===== src/rtl/pll_supervisor.sv =====
// PLL supervisor: sequences PLL reset, lock qualification, retries and bypass
// for a PLL clocked from its own reference clock.
//   state     | meaning
//   HOLD      | PLL held in reset for RESET_HOLD cycles
//   WAIT_LOCK | reset released, waiting for synchronised lock
//   FILTER    | lock must stay high LOCK_FILTER cycles
//   RUN       | clock usable
//   FAULT     | retries exhausted, PLL held in reset until RESET
//   BYPASS    | PLL bypassed on request
module pll_supervisor #(
  parameter int RESET_HOLD   = 16,
  parameter int LOCK_FILTER  = 1024,
  parameter int LOCK_TIMEOUT = 65536,
  parameter int MAX_RETRY    = 3,
  localparam int RW = (MAX_RETRY < 2) ? 1 : $clog2(MAX_RETRY + 1)
) (
  input  logic          REFERENCECLK,
  input  logic          RESET,
  input  logic          PLL_LOCK,
  input  logic          BYPASS_REQ,
  output logic          PLL_RESETB,
  output logic          PLL_BYPASS,
  output logic          CLK_READY,
  output logic          FAULT,
  output logic          LOST,
  output logic [RW-1:0] RETRY_COUNT,
  output logic [2:0]    STATE
);

  localparam int CMAX_A = (RESET_HOLD > LOCK_FILTER) ? RESET_HOLD : LOCK_FILTER;
  localparam int CMAX   = (CMAX_A > LOCK_TIMEOUT) ? CMAX_A : LOCK_TIMEOUT;
  localparam int CW     = $clog2(CMAX + 1);

  localparam logic [CW-1:0] HOLD_LAST = CW'(RESET_HOLD - 1);
  localparam logic [CW-1:0] FILT_LAST = CW'(LOCK_FILTER - 1);
  localparam logic [CW-1:0] TO_LAST   = CW'(LOCK_TIMEOUT - 1);
  localparam logic [RW-1:0] RETRY_LIM = RW'(MAX_RETRY);

  typedef enum logic [2:0] {
    S_HOLD   = 3'd0,
    S_WAIT   = 3'd1,
    S_FILTER = 3'd2,
    S_RUN    = 3'd3,
    S_FAULT  = 3'd4,
    S_BYPASS = 3'd5
  } state_t;

  state_t        state_q, state_d;
  logic [CW-1:0] cnt_q, cnt_d;
  logic [RW-1:0] retry_q, retry_d;
  logic          lost_q, lost_d;
  logic          lock_meta_q, lock_s_q;
  logic          resetb_q, resetb_d;
  logic          bypass_q, bypass_d;
  logic          ready_q, ready_d;
  logic          fault_q, fault_d;
  logic          fail;

  always_ff @(posedge REFERENCECLK or posedge RESET) begin
    if (RESET) begin
      lock_meta_q <= 1'b0;
      lock_s_q    <= 1'b0;
    end else begin
      lock_meta_q <= PLL_LOCK;
      lock_s_q    <= lock_meta_q;
    end
  end

  always_ff @(posedge REFERENCECLK or posedge RESET) begin
    if (RESET) begin
      state_q  <= S_HOLD;
      cnt_q    <= '0;
      retry_q  <= '0;
      lost_q   <= 1'b0;
      resetb_q <= 1'b0;
      bypass_q <= 1'b0;
      ready_q  <= 1'b0;
      fault_q  <= 1'b0;
    end else begin
      state_q  <= state_d;
      cnt_q    <= cnt_d;
      retry_q  <= retry_d;
      lost_q   <= lost_d;
      resetb_q <= resetb_d;
      bypass_q <= bypass_d;
      ready_q  <= ready_d;
      fault_q  <= fault_d;
    end
  end

  always_comb begin
    state_d = state_q;
    retry_d = retry_q;
    lost_d  = lost_q;
    fail    = 1'b0;

    if (BYPASS_REQ && (state_q != S_FAULT)) begin
      state_d = S_BYPASS;
    end else begin
      case (state_q)
        S_HOLD:   if (cnt_q == HOLD_LAST) state_d = S_WAIT;
        S_WAIT: begin
          if (lock_s_q)              state_d = S_FILTER;
          else if (cnt_q == TO_LAST) fail    = 1'b1;
        end
        S_FILTER: begin
          if (!lock_s_q)               state_d = S_WAIT;
          else if (cnt_q == FILT_LAST) state_d = S_RUN;
        end
        S_RUN: begin
          if (!lock_s_q) begin
            state_d = S_HOLD;
            lost_d  = 1'b1;
          end
        end
        S_FAULT:  state_d = S_FAULT;
        S_BYPASS: state_d = S_HOLD;
        default:  state_d = S_HOLD;
      endcase
    end

    if (fail) begin
      if ((MAX_RETRY != 0) && (retry_q == RETRY_LIM)) begin
        state_d = S_FAULT;
      end else begin
        state_d = S_HOLD;
        if (retry_q != '1) retry_d = retry_q + RW'(1);
      end
    end

    if ((state_d == S_RUN) || (state_d == S_BYPASS)) retry_d = '0;

    // counter restarts on every state change and saturates in long-lived states
    if (state_d != state_q)  cnt_d = '0;
    else if (cnt_q != '1)    cnt_d = cnt_q + CW'(1);
    else                     cnt_d = cnt_q;

    resetb_d = !((state_d == S_HOLD) || (state_d == S_FAULT));
    bypass_d = (state_d == S_BYPASS);
    ready_d  = (state_d == S_RUN) || (state_d == S_BYPASS);
    fault_d  = (state_d == S_FAULT);
  end

  assign PLL_RESETB  = resetb_q;
  assign PLL_BYPASS  = bypass_q;
  assign CLK_READY   = ready_q;
  assign FAULT       = fault_q;
  assign LOST        = lost_q;
  assign RETRY_COUNT = retry_q;
  assign STATE       = state_q;

endmodule

===== config.mk =====
export PLATFORM = sky130hd
export DESIGN_NAME = pll_supervisor
export DESIGN_NICKNAME = d
export VERILOG_FILES = /design/src/rtl/pll_supervisor.sv
export SDC_FILE = /design/constraint.sdc
export NUM_CORES = 1
export LEC_CHECK = 0
export ABC_AREA = 1
export CORE_MARGIN = 10
export CORE_UTILIZATION = 45
export CTS_CLUSTER_DIAMETER = 80
export CTS_CLUSTER_SIZE = 8
export DETAILED_ROUTE_END_ITERATION = 12
export PLACE_DENSITY_LB_ADDON = 0.2
export RECOVER_POWER = 25
export SLEW_MARGIN = 20
export SYNTH_ARGS = -nofsm -noshare
export SYNTH_HDL_FRONTEND = slang
export SYNTH_SLANG_ARGS = --single-unit

===== constraint.sdc =====
create_clock -name REFERENCECLK -period 2.2 [get_ports REFERENCECLK]
set_input_delay 0.44 -clock REFERENCECLK [delete_from_list [all_inputs] [get_ports REFERENCECLK]]
set_output_delay 0.44 -clock REFERENCECLK [all_outputs]
set_load 0.02 [all_outputs]

; Word level (Yosys, flattened, before mapping)
; Index checks and enable logic that the tools add are counted.
[word_totals]
reg_bits = 29
input_bits = 4
output_inout_bits = 10
elab_cells = 60
[op_classes]
n_addsub = 2
n_eq_ne = 16
muxes = 19
bitwise = 2
reduce_logical = 11
[op_table]
columns = cell, count
row1 = $mux W17, 2
row2 = $mux W3, 8
row3 = $add A17 B1 Y17 const B, 1
row4 = $eq A17 B10 Y1 const B, 1
row5 = $eq A17 B16 Y1 const B, 1
row6 = $eq A17 B4 Y1 const B, 1
row7 = $ne A17 B17 Y1 const B, 1
row8 = $pmux W3 S5, 1
row9 = $eq A3 B2 Y1 const B, 3
row10 = $eq A3 B3 Y1 const B, 3
row11 = $mux W2, 4
row12 = $logic_not A3 Y1, 2
row13 = $reduce_and A3 Y1, 2
row14 = $reduce_bool A2 Y1, 3
row15 = $mux W1, 4
row16 = $ne A2 B2 Y1 const B, 2
row17 = $eq A3 B1 Y1 const B, 1
row18 = $ne A3 B3 Y1, 1
row19 = $ne A3 B3 Y1 const B, 1
row20 = $add A2 B1 Y2 const B, 1
row21 = $eq A2 B2 Y1 const B, 1
row22 = $logic_or A1 B1 Y1, 2
row23 = $not A1 Y1, 2
row24 = $logic_and A1 B1 Y1, 1
row25 = $logic_not A1 Y1, 1

; Logic depth before layout (Yosys ltp)
; Gate-level depths: netlist of the first run.
[depth]
word_depth = 10
ltp_mapped = 17

; Worst setup path after synthesis of the first run
; No wires, ideal clock.
[synth_timing]
kind = reg2reg
startpoint = reg cnt_q[0]
endpoint = reg cnt_q[14]
setup_time_ns = 0.069
arrival_ns = 2.135
t_required_ns = 2.131
setup_slack_ns = -0.004
path_stages_with_launch = 18
path_buffers = 1
synth_period_minus_slack_ns = 2.204
cell_sequence = dfrtp_1 > ha_1 > nand3_1 > nor2_1 > nand2_1 > nor3_1 > ha_1 > inv_1 > nor2_4 > nand2_2 > nand2_2 > nand2_2 > nand2_1 > nand2_1 > nor2_2 > nand3_4 > buf_6 > nor2_2
[synth_via]
elab_chain_len = 8
elab_cells_between_ends = 19
classes_between = add/sub (1) / eq/ne (5) / mux (12) / reduce/logical (1)
[synth_lines]
columns = element, line
row1 = from (decl), 49  ; logic [CW-1:0] cnt_q, cnt_d;
row2 = from (signal assigned), 81  ; cnt_q <= cnt_d;
row3 = $eq A17 B10 Y1 or $eq A17 B16 Y1 (tied branches), "108, 104"
row4 = $mux W3 or $mux W1 (tied branches), "108, 104"
row5 = $mux W3 or $mux W1 (tied branches), "107, 103"
row6 = $pmux W3 S5 or $mux W1 (tied branches), 100  ; case (state_q)
row7 = $mux W3 or $mux W1 (tied branches), 97  ; if (BYPASS_REQ && (state_q != S_FAULT)) begin
row8 = $mux W3, 122  ; if (fail) begin
row9 = $ne A3 B3 Y1, 134  ; if (state_d != state_q) cnt_d = '0;
row10 = $mux W17 or $reduce_bool A2 Y1 (tied branches), n/a
; Parallel ways exist; a longest one is shown, timed or not. The select of a mux whose other input is x is not followed.
; A chain may end at the register's enable or synchronous reset.

; Worst setup path after layout of the first run
; Ends and elaborated chain as after synthesis.

==> flow_summary.ini, run 1 <==
[finish]
design_area_um2 = 2110
multiInputGateArea_um2 = 841
drive_gt1_share_pct = 32.5
final_nets = 241
antenna_cells = 0
layout.cells.non_filler = 280
regArea_um2 = 726
final_cell_mix = dfrtp_1 (29), nand2_1 (29), buf_4 (27)
n_fill_cell = 309
area_growth_pct = 33.8

[global_routing]
track_usage_pct = 12.9
antenna_found_initial = 0
grt-ovfl-total = 0
grt_pass1_vias = 1446
grt_max_degree = 30
grt_pass1_wl_mm = 6.42

[drt]
wl_per_cell_um = 13.0
firstDrtPassIters = 5
drc_errors = 0
first_iter_violations = 87
postRouteAntennaNets = 0
vias_per_cell = 4.97
vias = 1391
wl_mm = 3.65

[sta]
setup_ws_ns = -0.0881
holdWs_ns = 0.355
min_period_over_period_pct = 104
hold_viol_final = 0
maxSlewHeadroom_pct = 51.2
worst_pin_slew_ns = 0.732
slew_viol_final = 0
setup_viol = 12
fmax_mhz = 437
rsz0062_at_grt = yes
period_needed_ns = 2.29
fin_skew_ns = 0.00817

[floorplan]
ioPinCount = 14
design.core.area_um2 = 3360
die_y_um = 79.2
fp.dieArea_um2 = 6270
rows = 21
die_x_um = 79.2
initial_core_util_pct = 46.8

[setup_path]
rrSetupSlack_ns = -0.09
endpoint_kind = flip-flop
cp-start-kind = flip-flop
worstPathMaxFanout = 3
crit_required_ns = 2.43
critPathKind = reg -> reg
critical_path_arrival_ns = 2.52

[logic_synthesis]
syn_nets = 193
yosysWarnings = 0
syn_inst = 185
avgSynthCellArea_um2 = 8.51
synth_edf_count = 0
ys_ff_latch = 29
syn-cell-area_um2 = 1580
netlist-cell-type-count = 26
async_flop_share_pct = 100
ys_seq_area_share_pct = 46.1
synth_flop_cell = dfrtp_1

[outcome]
violations = negative setup slack
status = finished, violations left

[clocking]
cts_root_buf = clkbuf_4
postCtsHoldBufs = 0
clkTransAtPathRegs_ns = 0.09
clk_latency_ns = 0.34
htreeDepth = 2
cts_buffers = 5
cts_tree = yes
cts_buffer_depth = 2
cts.sinks = 29

[placed_design]
placed_area_um2 = 1930
numPortBuffers = 13
dp_hpwl_mm = 2.54
dpl.cell_count = 266
gp_congestion = 0.870

[pwr]
ir_worst_vdd_v = 0.000392
p_per_area_nw_per_um2 = 709
power_leakage_nw = 1.02

[flow_run]
drv_cap = 0

[min_path]
hp-class = reg -> reg
## final timing paths
path	from	to	cells after the start
hold reg to reg	lock_meta_q$_DFF_PP0_	lock_s_q$_DFF_PP0_	0
min in group asynchronous	RESET	CLK_READY$_DFF_PP0_	3
hold / removal	lock_meta_q$_DFF_PP0_	lock_s_q$_DFF_PP0_	0
setup / recovery	cnt_q[0]$_DFFE_PP0P_	cnt_q[14]$_DFFE_PP0P_	14
max in group asynchronous	RESET	cnt_q[14]$_DFFE_PP0P_	3
setup reg to reg	cnt_q[0]$_DFFE_PP0P_	cnt_q[14]$_DFFE_PP0P_	14
## registers in the layout, indices dropped and copies added (netlist names)
register and cells:
lock_meta_q 1, CLK_READY 1, LOST 1, STATE 3
PLL_BYPASS 1, lock_s_q 1, RETRY_COUNT 2, PLL_RESETB 1
FAULT 1, cnt_q 17
## kinds of logic (layout without fill, tap and decap cells)
| logic type | Yosys count | after routing | share of synthesized area [%] |
|---|---|---|---|
| and+or+nand+nor | 102 | 104 | 32.0 |
| muxes | 2 | 2 | 1.35 |
| AOI/OAI and AO/OA | 9 | 9 | 3.34 |
| xor gates and xnor gates | 12 | 12 | 6.67 |
| adders and majority gates | 4 | 4 | 3.18 |
| buffers and inverters | 27 | 74 | 7.39 |
| DFF | 29 | 29 | 46.1 |
## through the flow
step	TNS [ns]	total power [mW]	util (%)	setup slack [ns]
2_1_floorplan	0	0.947	-	0.0370
3_3_place_gp	-0.0473	1.08	57.3	-0.00920
3_5_place_dp	-2.24	1.09	57.3	-0.151
4_1_cts	-0.788	1.48	61.1	-0.0797
5_1_grt	-4.09	1.60	62.6	-0.269
6_report	-0.687	1.49	62.6	-0.0881
## worst max-delay path: stages (launching register included)
cell	delay, ns
dfrtp_1	0.41
ha_4	0.18
nand3_4	0.09
nor2_4	0.04
nand2_2	0.08
nor3_4	0.04
buf_4	0.14
ha_1	0.18
inv_1	0.11
nand4_1	0.16
nor2_1	0.19
nand2_1	0.12
nor3_2	0.16
xor2_1	0.22
nor2_2	0.06
## final cells by class
type | count | area share [%]
timing repair buffer | 41 | 16.0
tap | 46 | 2.73
sequential | 29 | 34.4
clock inverter | 2 | 0.475
clock buffer | 6 | 1.96
inverter | 25 | 4.45
multi-input combinational | 131 | 39.9
## synthesized netlist by cell type, types with 2 or more instances
master	instances	share of area, %
nand2_1	32	7.6
dfrtp_1	29	46
nor2_1	28	6.7
inv_1	24	5.7
nand3_1	12	3.8
nor2_2	11	4.4
xor2_1	9	5.0
nor3_1	6	1.9
ha_1	4	3.2
nand2_2	4	1.6
o21ai_0	4	1.3
nand4_1	3	1.2
xnor2_1	3	1.7
a21oi_1	2	0.64
buf_6	2	1.4
nor2_4	2	1.4
## layer usage
layer	up-vias	global-route usage [%]	routed length [um]
met5	-	0	0
met4	0	5.91	89
met3	9	4.62	182
met2	33	21.6	1820
met1	668	14.2	1560
li1	681	-	-
## what timing repair did
item | 4_1_cts | 5_1_grt
setup endpoints to repair | 20 | 20
cloned | 2 | 0
resized for setup | 11 | 11
setup buffers | 3 | 1
pin swaps | 2 | 1
## power breakdown
part / total, mW / internal (mW) / switching (mW) / leakage [nW]
Sequential: 0.643 / 0.589 / 0.0545 / 0.382
Clock: 0.311 / 0.121 / 0.190 / 0.0320
Combinational: 0.539 / 0.217 / 0.323 / 0.602
Total: 1.49 / 0.926 / 0.567 / 1.02
No activity file was read; power rests on OpenSTA's default activity.
==> run 2, diff against run 1 <==
TNS_END_PERCENT = 50   (was unset)
==> flow_summary.ini, run 2 (same netlist as run 1, synthesis figures left out) <==
[clocking]
postCtsHoldBufs = 0
cts_buffer_depth = 2
htreeDepth = 2
cts_root_buf = clkbuf_4
cts_buffers = 5
clkTransAtPathRegs_ns = 0.09
clk_latency_ns = 0.34
cts_tree = yes
cts.sinks = 29

[setup_path]
crit_start = cnt_q[0]$_DFFE_PP0P_
rrSetupSlack_ns = -0.08
worstPathMaxFanout = 8
crit_path_top_delay_cell = dfrtp_1
endpoint_kind = flip-flop
critPathKind = reg -> reg
reg2reg_to = cnt_q[0]$_DFFE_PP0P_
critical_path_arrival_ns = 2.55
cpMostUsedCell = nand2_2
cpPeakStageDelay_ns = 0.40
worstRegToRegCells = 16
crit_chain = ha_4 -> nand3_4 -> nor2_4 -> nand2_2 -> nor3_4 -> ha_2 -> inv_2 -> nor2_4 -> nand2_2 -> nand2_2 -> nand2_2 -> nand2_2 -> nand2_2 -> nor2_4 -> nand3_4 -> nor2_2
reg2reg_from = cnt_q[0]$_DFFE_PP0P_
crit_required_ns = 2.47
cp-start-kind = flip-flop

[finish]
n_fill_cell = 310
top_register = cnt_q
final_nets = 241
antenna_cells = 0
largest_reg_flops = 17
drive_gt1_share_pct = 31.6
final_cell_mix = dfrtp_1 (29), nand2_1 (29), buf_4 (27)
area_growth_pct = 33.4

[sta]
hold_viol_final = 0
slew_viol_final = 0
worst_pin_slew_ns = 0.733
min_period_over_period_pct = 104
setup_ws_ns = -0.0832
maxSlewHeadroom_pct = 51.2
fmax_mhz = 438
period_needed_ns = 2.28
setup_viol = 12
rsz0062_at_grt = yes
holdWs_ns = 0.355
fin_skew_ns = 0.00667

[pwr]
p_clk_share_pct = 20.8
finalPower_mw = 1.49
pwr-share-comb_pct = 36.0
ir_worst_vdd_v = 0.000393
p_sw_mw = 0.562
p_sw_share_pct = 37.8
power_leakage_nw = 1.02
p_per_area_nw_per_um2 = 708
sequentialPowerShare_pct = 43.2
intPower_mw = 0.926

[flow_run]
drv_cap = 0

[drt]
wl_per_cell_um = 12.9
firstDrtPassIters = 4
first_iter_violations = 90
postRouteAntennaNets = 0
drc_errors = 0
vias_per_cell = 4.90
vias = 1373
wl_mm = 3.62

[global_routing]
grt-ovfl-total = 0
grt_pass1_wl_mm = 6.42
antenna_found_initial = 0
grt_pass1_vias = 1446
track_usage_pct = 12.9
grt_max_degree = 30

[floorplan]
fp.dieArea_um2 = 6270
rows = 21
die_x_um = 79.2
initial_core_util_pct = 46.8
ioPinCount = 14
die_y_um = 79.2
design.core.area_um2 = 3360

[placed_design]
dp_hpwl_mm = 2.54
gp_congestion = 0.870
numPortBuffers = 13

[min_path]
hold_start = lock_meta_q$_DFF_PP0_
hp-class = reg -> reg
min_to = lock_s_q$_DFF_PP0_
hold_depth = 0

[outcome]
violations = negative setup slack
status = finished, violations left
-- run 2: repair_timing --
item | in CTS | in global routing
resized for setup | 11 | 9
setup endpoints to repair | 20 | 20
buffers inserted | 3 | 1
gates cloned | 2 | 0
hold endpoints to repair | 0 | 0
pin swaps | 2 | 0
-- run 2: per-stage QoR --
step                setup WS (ns)  setup TNS, ns  std cells  cell area, um2  util [%]
floorplan                  0.0370              0        185            1580         -
global placement         -0.00920        -0.0473        266            1930      57.3
detailed placement         -0.151          -2.24        266            1930      57.3
CTS                       -0.0797         -0.788        279            2050      61.1
global route               -0.269          -4.06        280            2100      62.5
finish                    -0.0832         -0.681        280            2100      62.5
-- run 2: layout make-up --
class	count	area [um2]	share of cell area [%]
clock buffer	6	41.3	1.96
clock inverter	2	10.0	0.476
inverter	25	93.8	4.46
multi-input combinational	131	836	39.8
sequential	29	726	34.5
tap	46	57.6	2.74
timing repair buffer	41	338	16.1
-- run 2: power by group through the flow --
stage          Sequential [mW]  Combinational (mW)  Clock (mW)
2_1_floorplan            0.676               0.272           0
3_3_place_gp             0.637               0.442           0
3_5_place_dp             0.640               0.454           0
4_1_cts                  0.633               0.518       0.330
5_1_grt                  0.654               0.587       0.356
6_report                 0.643               0.536       0.309
-- run 2: routing by layer --
metal / routed length (um) / track usage (%) / up-vias / share of wire, %
met2: 1820 / 21.6 / 26 / 50
met3: 177 / 4.62 / 9 / 4.9
met1: 1530 / 14.2 / 659 / 42
li1: - / - / 679 / -
met5: 0 / 0 / - / 0
met4: 97 / 5.91 / 0 / 2.7
-- run 2: worst max path at each step --
stage / to / slack (ns) / cells past startpoint
floorplan: cnt_q[14]$_DFFE_PP0P_ / 0.04 / 13
global placement: cnt_q[0]$_DFFE_PP0P_ / -0.009 / 16
detailed placement: cnt_q[9]$_DFFE_PP0P_ / -0.15 / 16
CTS: cnt_q[0]$_DFFE_PP0P_ / -0.08 / 16
global route: cnt_q[0]$_DFFE_PP0P_ / -0.27 / 16
finish: cnt_q[0]$_DFFE_PP0P_ / -0.08 / 16
-- run 2: critical path, delay by kind of cell (launching register included) --
family / cells / cell delay [ns]
and+or+nand+nor: 13 / 1.40
adders and majority gates: 2 / 0.36
DFF: 1 / 0.40
buffers and inverters: 1 / 0.04
==> run 3, diff against run 2 <==
PLACE_DENSITY = 0.76   (was unset)
PLACE_DENSITY_LB_ADDON = unset   (was 0.2)
==> flow_summary.ini, run 3 (same netlist as run 1, synthesis figures left out) <==
[flow_run]
drv_cap = 1

[pwr]
p_per_area_nw_per_um2 = 750
sequentialPowerShare_pct = 40.6
p_sw_share_pct = 36.2
p_clk_share_pct = 19.9
power_leakage_nw = 0.986
ir_worst_vdd_v = 0.000401
intPower_mw = 0.994
pwr-share-comb_pct = 39.5
p_sw_mw = 0.564

[sta]
holdWs_ns = 0.368
hold_viol_final = 0
setup_ws_ns = -0.123
min_period_over_period_pct = 106
fmax_mhz = 431
setup_viol = 17
rsz0062_at_grt = yes
maxSlewHeadroom_pct = -0.252
period_needed_ns = 2.32
slew_viol_final = 29
worst_pin_slew_ns = 1.50
fin_skew_ns = 0.0176

[clocking]
clkTransAtPathRegs_ns = 0.09
cts_buffer_depth = 2
cts_tree = yes
cts_buffers = 5
htreeDepth = 2
clk_latency_ns = 0.34
cts_root_buf = clkbuf_4
cts.sinks = 29

[drt]
first_iter_violations = 105
vias = 1307
wl_per_cell_um = 12.6
drc_errors = 0
postRouteAntennaNets = 0
firstDrtPassIters = 4
vias_per_cell = 4.70
wl_mm = 3.50

[placed_design]
dpl.cell_count = 264
placed_area_um2 = 1910
pre_cts_slack_ns = -0.196
dp_hpwl_mm = 2.46
gp_congestion = 0.846
numPortBuffers = 13

[finish]
layout.cells.non_filler = 278
antenna_cells = 0
design_area_um2 = 2080
fin_util_pct = 61.7
layout_commonest_cell = nand2_1
drive_gt1_share_pct = 31.5
final_nets = 239
final_cell_mix = nand2_1 (30), dfrtp_1 (29), buf_4 (25)
area_growth_pct = 31.8
top_register = cnt_q
largest_reg_flops = 17

[floorplan]
die_x_um = 79.2
rows = 21
fp.dieArea_um2 = 6270
initial_core_util_pct = 46.8
design.core.area_um2 = 3360
ioPinCount = 14
die_y_um = 79.2

[global_routing]
grt_pass1_vias = 1364
antenna_found_initial = 0
grt-ovfl-total = 0
grt_pass1_wl_mm = 5.94
grt_max_degree = 30
track_usage_pct = 11.8

[setup_path]
cp-start-kind = flip-flop
crit_path_top_delay_cell = dfrtp_1
worstPathMaxFanout = 8
critical_path_arrival_ns = 2.59
critPathKind = reg -> reg
crit_chain = ha_2 -> nand3_2 -> nor2_2 -> nand2_1 -> nor3_2 -> ha_2 -> inv_2 -> nor2_4 -> nand2_2 -> nand2_2 -> nand2_2 -> nand2_1 -> nand2_1 -> nor2_2 -> nand3_4 -> clkbuf_16 -> nor2_2
cpPeakStageDelay_ns = 0.36
critical_path_buf_inv_count = 2
endpoint_kind = flip-flop
crit_required_ns = 2.47
crit_family = simple AND/OR/NAND/NOR gates

[min_path]
hp-class = reg -> reg

[outcome]
violations = max-capacitance violations, max-slew violations, negative setup slack
status = finished, violations left
-- run 3: cell count changes in the layout (fill, tap and decap cells not counted), moves of 2 or more --
cell / before / now
nor2_1: 24 / 21
nor2_2: 13 / 17
nand3_4: 3 / 1
buf_4: 27 / 25
-- run 3: timing repair --
item | 4_1_cts | 5_1_grt
setup endpoints to repair | 19 | 20
pin swaps | 1 | 2
gates resized for setup | 0 | 17
gates cloned | 0 | 1
setup buffers | 4 | 1
hold buffers | 0 | 0
-- run 3: layout make-up --
| class | instances | area [um2] |
|---|---|---|
| Inverter | 25 | 93.8 |
| Clock inverter | 2 | 10.0 |
| Timing Repair Buffer | 41 | 367 |
| Multi-Input combinational cell | 129 | 781 |
| Fill cell | 301 | 1290 |
| Clock buffer | 6 | 41.3 |
| Tap cell | 46 | 57.6 |
| Sequential cell | 29 | 726 |
-- run 3: worst paths after layout --
path,from,endpoint,slack (ns),cells after the start
max,cnt_q[0]$_DFFE_PP0P_,cnt_q[0]$_DFFE_PP0P_,-0.12,17
min reg2reg,lock_meta_q$_DFF_PP0_,lock_s_q$_DFF_PP0_,0.37,0
max reg2reg,cnt_q[0]$_DFFE_PP0P_,cnt_q[0]$_DFFE_PP0P_,-0.12,17
max in group asynchronous,RESET,cnt_q[12]$_DFFE_PP0P_,0.42,3
min in group asynchronous,RESET,RETRY_COUNT[0]$_DFFE_PP0P_,0.90,3
min,lock_meta_q$_DFF_PP0_,lock_s_q$_DFF_PP0_,0.37,0
-- run 3: metrics by stage --
stage	setup TNS, ns	total power [mW]
floorplan	0	0.947
global placement	0	1.09
detailed placement	-2.66	1.10
CTS	-0.965	1.47
global route	-4.23	1.65
finish	-1.83	1.56
-- run 3: routing by layer --
| metal | part of all wire, % | global-route usage (%) |
|---|---|---|
| met3 | 4.0 | 3.38 |
| met4 | 2.2 | 6.63 |
| met1 | 43 | 13.6 |
| met2 | 51 | 19.2 |
| met5 | 0 | 0 |
-- run 3: worst reg2reg max path: cells and delay by family, from the launching register on --
family / cells / cell delay [ns]
buffers and inverters: 2 / 0.25
adder cells (fa/ha/maj): 2 / 0.40
flip-flops: 1 / 0.36
AND/OR/NAND/NOR: 13 / 1.25
-- run 3: power groups by stage --
stage          registers, mW  clock network (mW)  logic, mW
2_1_floorplan          0.676                   0      0.272
3_3_place_gp           0.639                   0      0.448
3_5_place_dp           0.641                   0      0.461
4_1_cts                0.630               0.314      0.523
5_1_grt                0.641               0.336      0.669
6_report               0.633               0.310      0.615
